`config.mk`:
```
export PLATFORM = sky130hd
export DESIGN_NAME = async_fifo_stream_reader
export DESIGN_NICKNAME = d
export VERILOG_FILES = /design/src/rtl/async_fifo_pkg.sv /design/src/rtl/stream_skid_buf2.sv /design/src/rtl/async_fifo_stream_reader.sv
export SDC_FILE = /design/constraint.sdc
export NUM_CORES = 1
export LEC_CHECK = 0
export CORE_ASPECT_RATIO = 0.6
export CORE_MARGIN = 2
export CORE_UTILIZATION = 48
export DETAILED_ROUTE_END_ITERATION = 7
export PLACE_DENSITY_LB_ADDON = 0.15
export SLEW_MARGIN = 20
export SYNTH_ARGS = -nofsm -noshare
export SYNTH_HDL_FRONTEND = slang
export SYNTH_SLANG_ARGS = --single-unit
export TNS_END_PERCENT = 30
```
`constraint.sdc`:
```
create_clock -name r_clk -period 2.6 [get_ports r_clk]
set_clock_uncertainty 0.05 [all_clocks]
set_input_delay 0.52 -clock r_clk [delete_from_list [all_inputs] [get_ports r_clk]]
set_output_delay 0.52 -clock r_clk [all_outputs]
set_load 0.01 [all_outputs]
```
`src/rtl/async_fifo_pkg.sv`:
```
// Shared types and constants for the async FIFO read-side stream logic.
package async_fifo_pkg;

    // Read-side controller states.
    typedef enum logic {
        RUN   = 1'b0,
        FLUSH = 1'b1
    } rd_state_t;

    // Output buffer geometry.
    localparam int unsigned BUF_DEPTH    = 2;
    localparam int unsigned BUF_PTR_BITS = 1;
    localparam int unsigned BUF_CNT_BITS = 2;

    localparam logic [BUF_CNT_BITS-1:0] BUF_FULL = BUF_CNT_BITS'(BUF_DEPTH);

    // Slot reached by stepping 'offset' entries past 'base' in the circular
    // buffer. With a power-of-two depth the pointer wraps naturally.
    function automatic logic [BUF_PTR_BITS-1:0] buf_slot(
        input logic [BUF_PTR_BITS-1:0] base,
        input logic [BUF_CNT_BITS-1:0] offset
    );
        return base + offset[BUF_PTR_BITS-1:0];
    endfunction

endpackage

```
`src/rtl/stream_skid_buf2.sv`:
```
// Two-entry circular output buffer: head pointer, occupancy count and
// push/pop bookkeeping for the stream reader.
module stream_skid_buf2
    import async_fifo_pkg::*;
#(
    parameter int unsigned DATA_BITS = 10
) (
    input  logic                    clk,
    input  logic                    rst_n,
    input  logic                    clear,
    input  logic                    push,
    input  logic [DATA_BITS-1:0]    push_data,
    input  logic                    pop,
    output logic [DATA_BITS-1:0]    head_data,
    output logic [BUF_CNT_BITS-1:0] cnt
);

    logic [DATA_BITS-1:0]    entry_q [BUF_DEPTH];
    logic [DATA_BITS-1:0]    entry_d [BUF_DEPTH];
    logic [BUF_PTR_BITS-1:0] head_q;
    logic [BUF_PTR_BITS-1:0] head_d;
    logic [BUF_CNT_BITS-1:0] cnt_q;
    logic [BUF_CNT_BITS-1:0] cnt_d;
    logic                    do_push;
    logic                    do_pop;
    logic [BUF_PTR_BITS-1:0] wr_slot;

    // Next-state for entries, head and count; clear discards all contents.
    always_comb begin
        entry_d = entry_q;
        head_d  = head_q;
        cnt_d   = cnt_q;
        do_push = push & (cnt_q != BUF_FULL);
        do_pop  = pop & (cnt_q != '0);
        wr_slot = buf_slot(head_q, cnt_q);

        if (clear) begin
            cnt_d = '0;
        end else begin
            if (do_push) begin
                entry_d[wr_slot] = push_data;
            end
            if (do_pop) begin
                head_d = head_q + BUF_PTR_BITS'(1);
            end
            case ({do_push, do_pop})
                2'b10:   cnt_d = cnt_q + BUF_CNT_BITS'(1);
                2'b01:   cnt_d = cnt_q - BUF_CNT_BITS'(1);
                default: cnt_d = cnt_q;
            endcase
        end
    end

    // Buffer state registers.
    always_ff @(posedge clk or negedge rst_n) begin
        if (!rst_n) begin
            for (int unsigned i = 0; i < BUF_DEPTH; i++) begin
                entry_q[i] <= '0;
            end
            head_q <= '0;
            cnt_q  <= '0;
        end else begin
            entry_q <= entry_d;
            head_q  <= head_d;
            cnt_q   <= cnt_d;
        end
    end

    assign head_data = entry_q[head_q];
    assign cnt       = cnt_q;

endmodule

```
`src/rtl/async_fifo_stream_reader.sv`:
```
// Read-domain consumer for the async FIFO: pops the show-ahead port into a
// two-entry buffer, presents a valid/ready stream with frame delimiting and
// supports a flush that discards buffered and queued words.
module async_fifo_stream_reader
    import async_fifo_pkg::*;
#(
    parameter int unsigned DATA_BITS = 10,
    parameter int unsigned FRAME_LEN = 4,
    parameter int unsigned CNT_BIT   = $clog2(FRAME_LEN) + 1
) (
    input  logic                 r_clk,
    input  logic                 r_reset,
    input  logic [DATA_BITS-1:0] fifo_data,
    input  logic                 fifo_empty,
    output logic                 fifo_read,
    output logic [DATA_BITS-1:0] m_data,
    output logic                 m_valid,
    input  logic                 m_ready,
    output logic                 m_last,
    input  logic                 flush,
    output logic                 flush_busy,
    output logic [CNT_BIT-1:0]   frame_idx
);

    localparam logic [CNT_BIT-1:0] LAST_IDX = CNT_BIT'(FRAME_LEN - 1);

    rd_state_t               state_q;
    rd_state_t               state_d;
    logic [CNT_BIT-1:0]      frame_idx_q;
    logic [CNT_BIT-1:0]      frame_idx_d;
    logic                    buf_clear;
    logic                    buf_push;
    logic                    buf_pop;
    logic [BUF_CNT_BITS-1:0] buf_cnt;
    logic [DATA_BITS-1:0]    buf_head;

    stream_skid_buf2 #(
        .DATA_BITS (DATA_BITS)
    ) u_buf (
        .clk       (r_clk),
        .rst_n     (r_reset),
        .clear     (buf_clear),
        .push      (buf_push),
        .push_data (fifo_data),
        .pop       (buf_pop),
        .head_data (buf_head),
        .cnt       (buf_cnt)
    );

    // Next state, FIFO pop gating, buffer control and frame position.
    // fifo_read depends only on registered occupancy, never on m_ready; it is
    // also held low during reset so no FIFO word is lost while the buffer is
    // being cleared.
    always_comb begin
        state_d     = state_q;
        frame_idx_d = frame_idx_q;
        fifo_read   = 1'b0;
        m_valid     = 1'b0;
        buf_clear   = 1'b0;
        buf_push    = 1'b0;
        buf_pop     = 1'b0;

        case (state_q)
            RUN: begin
                m_valid   = (buf_cnt != '0);
                fifo_read = r_reset & ~fifo_empty & (buf_cnt < BUF_FULL);
                if (flush) begin
                    // Anything popped or handed out on this edge is discarded.
                    state_d     = FLUSH;
                    buf_clear   = 1'b1;
                    frame_idx_d = '0;
                end else begin
                    buf_push = fifo_read;
                    buf_pop  = m_valid & m_ready;
                    if (buf_pop) begin
                        frame_idx_d = (frame_idx_q == LAST_IDX) ? '0
                                    : frame_idx_q + CNT_BIT'(1);
                    end
                end
            end
            FLUSH: begin
                fifo_read = r_reset & ~fifo_empty;
                if (fifo_empty) begin
                    state_d = RUN;
                end
            end
            default: begin
                state_d = RUN;
            end
        endcase

        m_last     = m_valid & (frame_idx_q == LAST_IDX);
        flush_busy = (state_q == FLUSH);
    end

    // Controller state and frame index registers.
    always_ff @(posedge r_clk or negedge r_reset) begin
        if (!r_reset) begin
            state_q     <= RUN;
            frame_idx_q <= '0;
        end else begin
            state_q     <= state_d;
            frame_idx_q <= frame_idx_d;
        end
    end

    assign m_data    = buf_head;
    assign frame_idx = frame_idx_q;

endmodule

```
==> out/qor.txt, run 1 <==
Result of the run: completed
Cell at the root of the clock tree: clkbuf_8
Min Clock Period, post-route: 2.44 ns
Worst hold slack across all endpoints: 0.460 ns
Launching element of the worst setup path: u_buf.head_q
CTS clk-pin slew, worst paths: 0.09 ns
Max Clock Freq: 410 MHz
CTS buffer count: 3
Ports placed on the boundary: 32
Reg2reg start: flush_busy
Post-placement worst setup slack: -0.00240 ns
Crit path depth: 2
Final count of hold timing violations: 0
Number of cells produced by synthesis: 99
Last weighted congestion value of the routability-driven placer: 0.924
Core Util, Final: 0.678
Max Buffers Root-to-Sink: 2
Global-route total usage across every layer: 0.191
Number of cells on the worst reg-to-reg path: 4
Post-route worst setup slack: 0.160 ns
Area used by multi-input combinational logic: 584 um2
Sequential-to-total area share from yosys stat: 0.520
Crit end category: output pin
Vias: 888
Critical Path RT: 2.03 ns
Synthesis warning total: 0
GRT Residual Overflow: 0
Antenna violations before repair: 0
Source-to-sink clock delay at the later pin of the worst-skew pair: 0.27 ns
Count of antenna diodes in the layout: 0
Wire length of the first global-routing pass: 4.44 mm
Crit-path slowest cell: dfrtp_1
Number of rows created at floorplan: 14
Slack of the worst reg-to-reg path: 0.55 ns
Post-Syn Nets: 115
Layout overhead on the synthesized area: 32.4%
CP bufs+invs: 1
Area of the die: 3150 um2
Post-synthesis average cell area: 13.1 um2
Cell leakage power: 0.716 nW
Portion of the clock cycle consumed by the worst path in the final layout: 0.938
CTS sink cnt: 27
Starting DRC count in detailed routing: 18
Synthesized cell area: 1300 um2
Count of pins over their slew limit: 0
Max-capacitance violation count: 0
Height of the die: 44.3 um
HP Class: reg2reg
Core outline area: 2540 um2
Routed vias/inst: 5.29
Setup-failing EPs final: 0
Largest vdd supply drop: 0.421 mV
Number of distinct library cells after synthesis: 28
Startpoint-to-endpoint class of the critical path: reg2out
CTS HTree Levels: 1
Endpoint arrival time on the critical path: 1.87 ns
Destination of the critical timing path: m_data[1]
CTS tree: done
Filler cell count: 192
Maximum fanout along the worst path: 12
Sequential Area: 676 um2
Post-CTS Setup Bufs: 0
Final Net Count: 153
Total DRC errors in the routed layout: 0
Tightest Pin Transition: 0.557 ns
Total negative slack: 0 ns
Total power per unit cell area: 1020 nW/um2
Via count of the first global-routing pass: 913
Unrepaired setup endpoints after global routing: no
Commonest cells after routing, fill and taps aside: mux2_2, clkdlybuf4s50_1, dfrtp_1
Post-DR wirelength/cell: 15.6 um
Number of flip-flops and latches in the synthesized netlist: 27
Initial core utilization: 0.512
Pin count of the biggest net entering global routing: 17
Setup crit start kind: register
Largest delay share family, worst path: flip-flops
Initial DRT Pass Iterations: 2
Endpoint of the worst register-to-register path: u_buf.entry_q[10]
Relative max-transition margin: 0.629
Detail Route Antenna Nets: 0
Count of input and output buffers: 31
Crit-path max cell delay: 0.71 ns
Floorplan die width: 71.2 um
DRT Wirelength: 2.62 mm
Total half-perimeter wirelength after legalization and detailed placement: 2.05 mm
Commonest non-fill, non-tap cell in the layout: mux2_2
Share of cells above drive strength 1: 0.324
Cells traversed along the worst timing path: mux2_2, clkdlybuf4s50_1
registers in the layout (all words and copies together) (netlist names):
register       flops
flush_busy         1
frame_idx          3
u_buf.entry_q     20
u_buf.cnt          2
u_buf.head_q       1
worst min path at each step:
stage / start / endpoint / slack [ns] / depth (start not counted)
6_report: u_buf.entry_q[13] / u_buf.entry_q[13] / 0.46 / 1
3_3_place_gp: u_buf.entry_q[7] / u_buf.entry_q[7] / 0.43 / 1
2_1_floorplan: r_reset / flush_busy / 0.17 / 0
5_1_grt: u_buf.entry_q[13] / u_buf.entry_q[13] / 0.48 / 1
4_1_cts: u_buf.entry_q[13] / u_buf.entry_q[13] / 0.46 / 1
3_5_place_dp: u_buf.entry_q[13] / u_buf.entry_q[13] / 0.44 / 1
repair_timing:
action	4_1_cts	5_1_grt
gates resized for setup	1	0
endpoints found under the hold margin	0	0
setup endpoints to repair	1	0
hold buffers	0	0
area by class of cell:
cell class / count / area share
clock buffer: 3 / 0.0240
clock inverter: 1 / 0.00436
inverter: 5 / 0.0109
multi-input combinational: 63 / 0.339
sequential: 27 / 0.392
tap: 32 / 0.0233
timing repair buffer: 37 / 0.206
stage by stage:
step | power, W | cell area (um2) | std cells
CTS | 0.00178 | 1720 | 168
global route | 0.00187 | 1720 | 168
floorplan | 0.00115 | 1300 | 99
finish | 0.00175 | 1720 | 168
detailed placement | 0.00154 | 1670 | 164
global placement | 0.00149 | 1670 | 164
where the power goes:
group	internal (W)	leakage, nW	switching (W)
sequential	0.000601	0.337	0.000141
clock	0.000109	0.0217	0.000130
combinational	0.000514	0.358	0.000260
total	0.00122	0.716	0.000531
synth_stat cells:
master,instances,share of area
or4b_4,1,0.011
nand2_1,4,0.012
nand2b_1,1,0.0048
dfrtp_1,27,0.52
o21a_1,2,0.012
nor3b_1,2,0.012
a21oi_1,1,0.0038
mux2_2,31,0.27
o211ai_1,2,0.012
buf_4,1,0.0058
xnor2_1,2,0.013
buf_6,1,0.0087
clkbuf_1,1,0.0029
nor2_1,3,0.0087
nor2b_1,2,0.0096
ha_1,1,0.0096
nand4_1,1,0.0048
nor3_4,1,0.013
nor4_1,1,0.0048
inv_1,5,0.014
o2111ai_1,1,0.0067
o21ai_0,1,0.0038
nand3_1,1,0.0038
a21boi_0,1,0.0058
o311ai_0,2,0.013
a32oi_1,1,0.0067
buf_1,1,0.0029
mux2i_1,1,0.0077
layer usage:
| metal | GRT usage | part of all wire |
|---|---|---|
| met2 | 0.341 | 0.50 |
| met3 | 0.0524 | 0.045 |
| met1 | 0.237 | 0.45 |
| met4 | 0.0453 | 0.0065 |
| met5 | 0 | 0 |
cells by family after synthesis:
kind of cell    count (synthesis)  share of synthesized area
compound gates                 11                     0.0635
flops                          27                      0.520
mux                            32                      0.276
xor+xnor                        2                     0.0135
simple gates                   17                     0.0828
buf+inv                         9                     0.0346
fa+ha+maj                       1                    0.00962
Note: power is estimated with default switching activity, not from simulation.
==> run 2: changes to the inputs <==
--- a/config.mk
+++ b/config.mk
@@ -10,6 +10,7 @@
 export CORE_UTILIZATION = 48
 export DETAILED_ROUTE_END_ITERATION = 7
 export PLACE_DENSITY_LB_ADDON = 0.15
+export SKIP_CTS_REPAIR_TIMING = 1
 export SLEW_MARGIN = 20
 export SYNTH_ARGS = -nofsm -noshare
 export SYNTH_HDL_FRONTEND = slang
==> run 2 against run 1 <==
- sequential cell count stayed put
- sequential power about the same
- register-to-register slack hardly changed
- cell count did not move
- fmax about the same
- critical endpoint unchanged
- power about the same
- global-route usage fell by 0.050 points
- sequential share of layout area shrank 0.14 points
- first-iteration DRC count fell by 22%
- highest routed layer unchanged
==> out/qor.txt, run 2 (synthesis results as in run 1) <==
Antenna violations before repair: 0
Last weighted congestion value of the routability-driven placer: 0.924
Crit path depth: 2
Largest delay share family, worst path: flip-flops
Startpoint-to-endpoint class of the critical path: reg2out
Switching power of the nets: 0.000532 W
Crit-path max cell delay: 0.71 ns
Flip-flop count of the largest register, all copies and words added: 20
GRT Residual Overflow: 0
Unrepaired setup endpoints after global routing: no
Total power per unit cell area: 1020 nW/um2
Relative max-transition margin: 0.629
Largest vdd supply drop: 0.421 mV
Non-filler cells, final: 168
CTS sink cnt: 27
Core outline area: 2540 um2
Global-route total usage across every layer: 0.191
Detail Route Antenna Nets: 0
Commonest non-fill, non-tap cell in the layout: mux2_2
Placed insts: 164
Commonest cells after routing, fill and taps aside: mux2_2, clkdlybuf4s50_1, dfrtp_1
Initial core utilization: 0.512
Final Net Count: 153
Via count of the first global-routing pass: 913
Critical Path RT: 2.03 ns
Hold EP: u_buf.entry_q[13]
Setup crit start kind: register
Total half-perimeter wirelength after legalization and detailed placement: 2.05 mm
Pin count of the biggest net entering global routing: 17
Cell at the root of the clock tree: clkbuf_8
Post-DR wirelength/cell: 15.6 um
Share of total power consumed by net switching: 0.303
Tightest Pin Transition: 0.557 ns
Wire length of the first global-routing pass: 4.44 mm
Post-route cell area: 1730 um2
Count of pins over their slew limit: 0
Min Clock Period, post-route: 2.44 ns
Area of the die: 3150 um2
Number of cells on the worst reg-to-reg path: 4
Result of the run: completed
Clk pwr share: 0.136
Max-capacitance violation count: 0
Endpoint of the worst register-to-register path: u_buf.entry_q[10]
Number of rows created at floorplan: 14
Endpoint arrival time on the critical path: 1.87 ns
Routed vias/inst: 5.29
Top register by number of flip-flops: u_buf.entry_q
Source-to-sink clock delay at the later pin of the worst-skew pair: 0.27 ns
Cell area after placement: 1670 um2
Crit-path slowest cell: dfrtp_1
Total DRC errors in the routed layout: 0
Height of the die: 44.3 um
Cell leakage power: 0.729 nW
Share of cells above drive strength 1: 0.331
Portion of the clock cycle consumed by the worst path in the final layout: 0.938
Count of antenna diodes in the layout: 0
CTS buffer count: 3
Max Clock Freq: 410 MHz
DRT Wirelength: 2.63 mm
Vias: 888
Starting DRC count in detailed routing: 14
Ports placed on the boundary: 32
Setup-failing EPs final: 0
Final count of hold timing violations: 0
CTS clk-pin slew, worst paths: 0.09 ns
Reg2reg start: flush_busy
Slack of the worst reg-to-reg path: 0.55 ns
HP Class: reg2reg
Sequential fraction of design power: 0.423
Initial DRT Pass Iterations: 2
CP bufs+invs: 1
Internal cell power: 0.00122 W
CTS HTree Levels: 1
Filler cell count: 190
Max Buffers Root-to-Sink: 2
Cell count of the worst hold path: 1
Cells traversed along the worst timing path: mux2_2, clkdlybuf4s50_1
Floorplan die width: 71.2 um
Layout overhead on the synthesized area: 32.9%
Maximum fanout along the worst path: 12
CTS tree: done
Critical hold path startpoint: u_buf.entry_q[13]
Count of input and output buffers: 31
Comb power frac: 0.441
Crit end category: output pin
==> run 2: worst max path at each step <==
stage                 start           endpoint
6_report       u_buf.head_q          m_data[1]
3_5_place_dp        r_reset          fifo_read
2_1_floorplan    fifo_empty  u_buf.entry_q[10]
4_1_cts             r_reset          fifo_read
5_1_grt        u_buf.head_q          m_data[1]
3_3_place_gp        r_reset          fifo_read
==> run 2: stage by stage <==
step,total power [W],hold slack (ns),setup WS [ns],TNS (ns),utilization
after floorplan,0.00115,0.174,0.642,0,-
after global placement,0.00149,0.433,0.0742,0,0.659
after detailed placement,0.00154,0.442,-0.00240,-0.00240,0.659
after CTS,0.00178,0.463,-0.00243,-0.00243,0.678
after global routing,0.00187,0.482,0.0696,0,0.680
final,0.00176,0.460,0.160,0,0.680
==> run 2: power groups by stage <==
stage | clock [W] | sequential (W) | combinational, W
global placement | 0 | 0.000735 | 0.000759
CTS | 0.000248 | 0.000746 | 0.000788
global route | 0.000263 | 0.000774 | 0.000834
finish | 0.000239 | 0.000742 | 0.000775
detailed placement | 0 | 0.000756 | 0.000779
floorplan | 0 | 0.000692 | 0.000458
==> run 2: cell type report <==
type / count / area (um2) / area share
clock inverter: 1 / 7.51 / 0.00434
sequential: 27 / 676 / 0.391
tap: 32 / 40.0 / 0.0232
clock buffer: 3 / 41.3 / 0.0239
timing repair buffer: 37 / 358 / 0.207
inverter: 5 / 18.8 / 0.0109
multi-input combinational: 63 / 587 / 0.340
==> run 2: per-layer routing <==
metal / global-route usage / up-vias / wire length (um)
met2: 0.339 / 18 / 1310
met1: 0.237 / 438 / 1180
met5: 0 / - / 0
met3: 0.0524 / 3 / 120
li1: - / 429 / -
met4: 0.0453 / 0 / 17
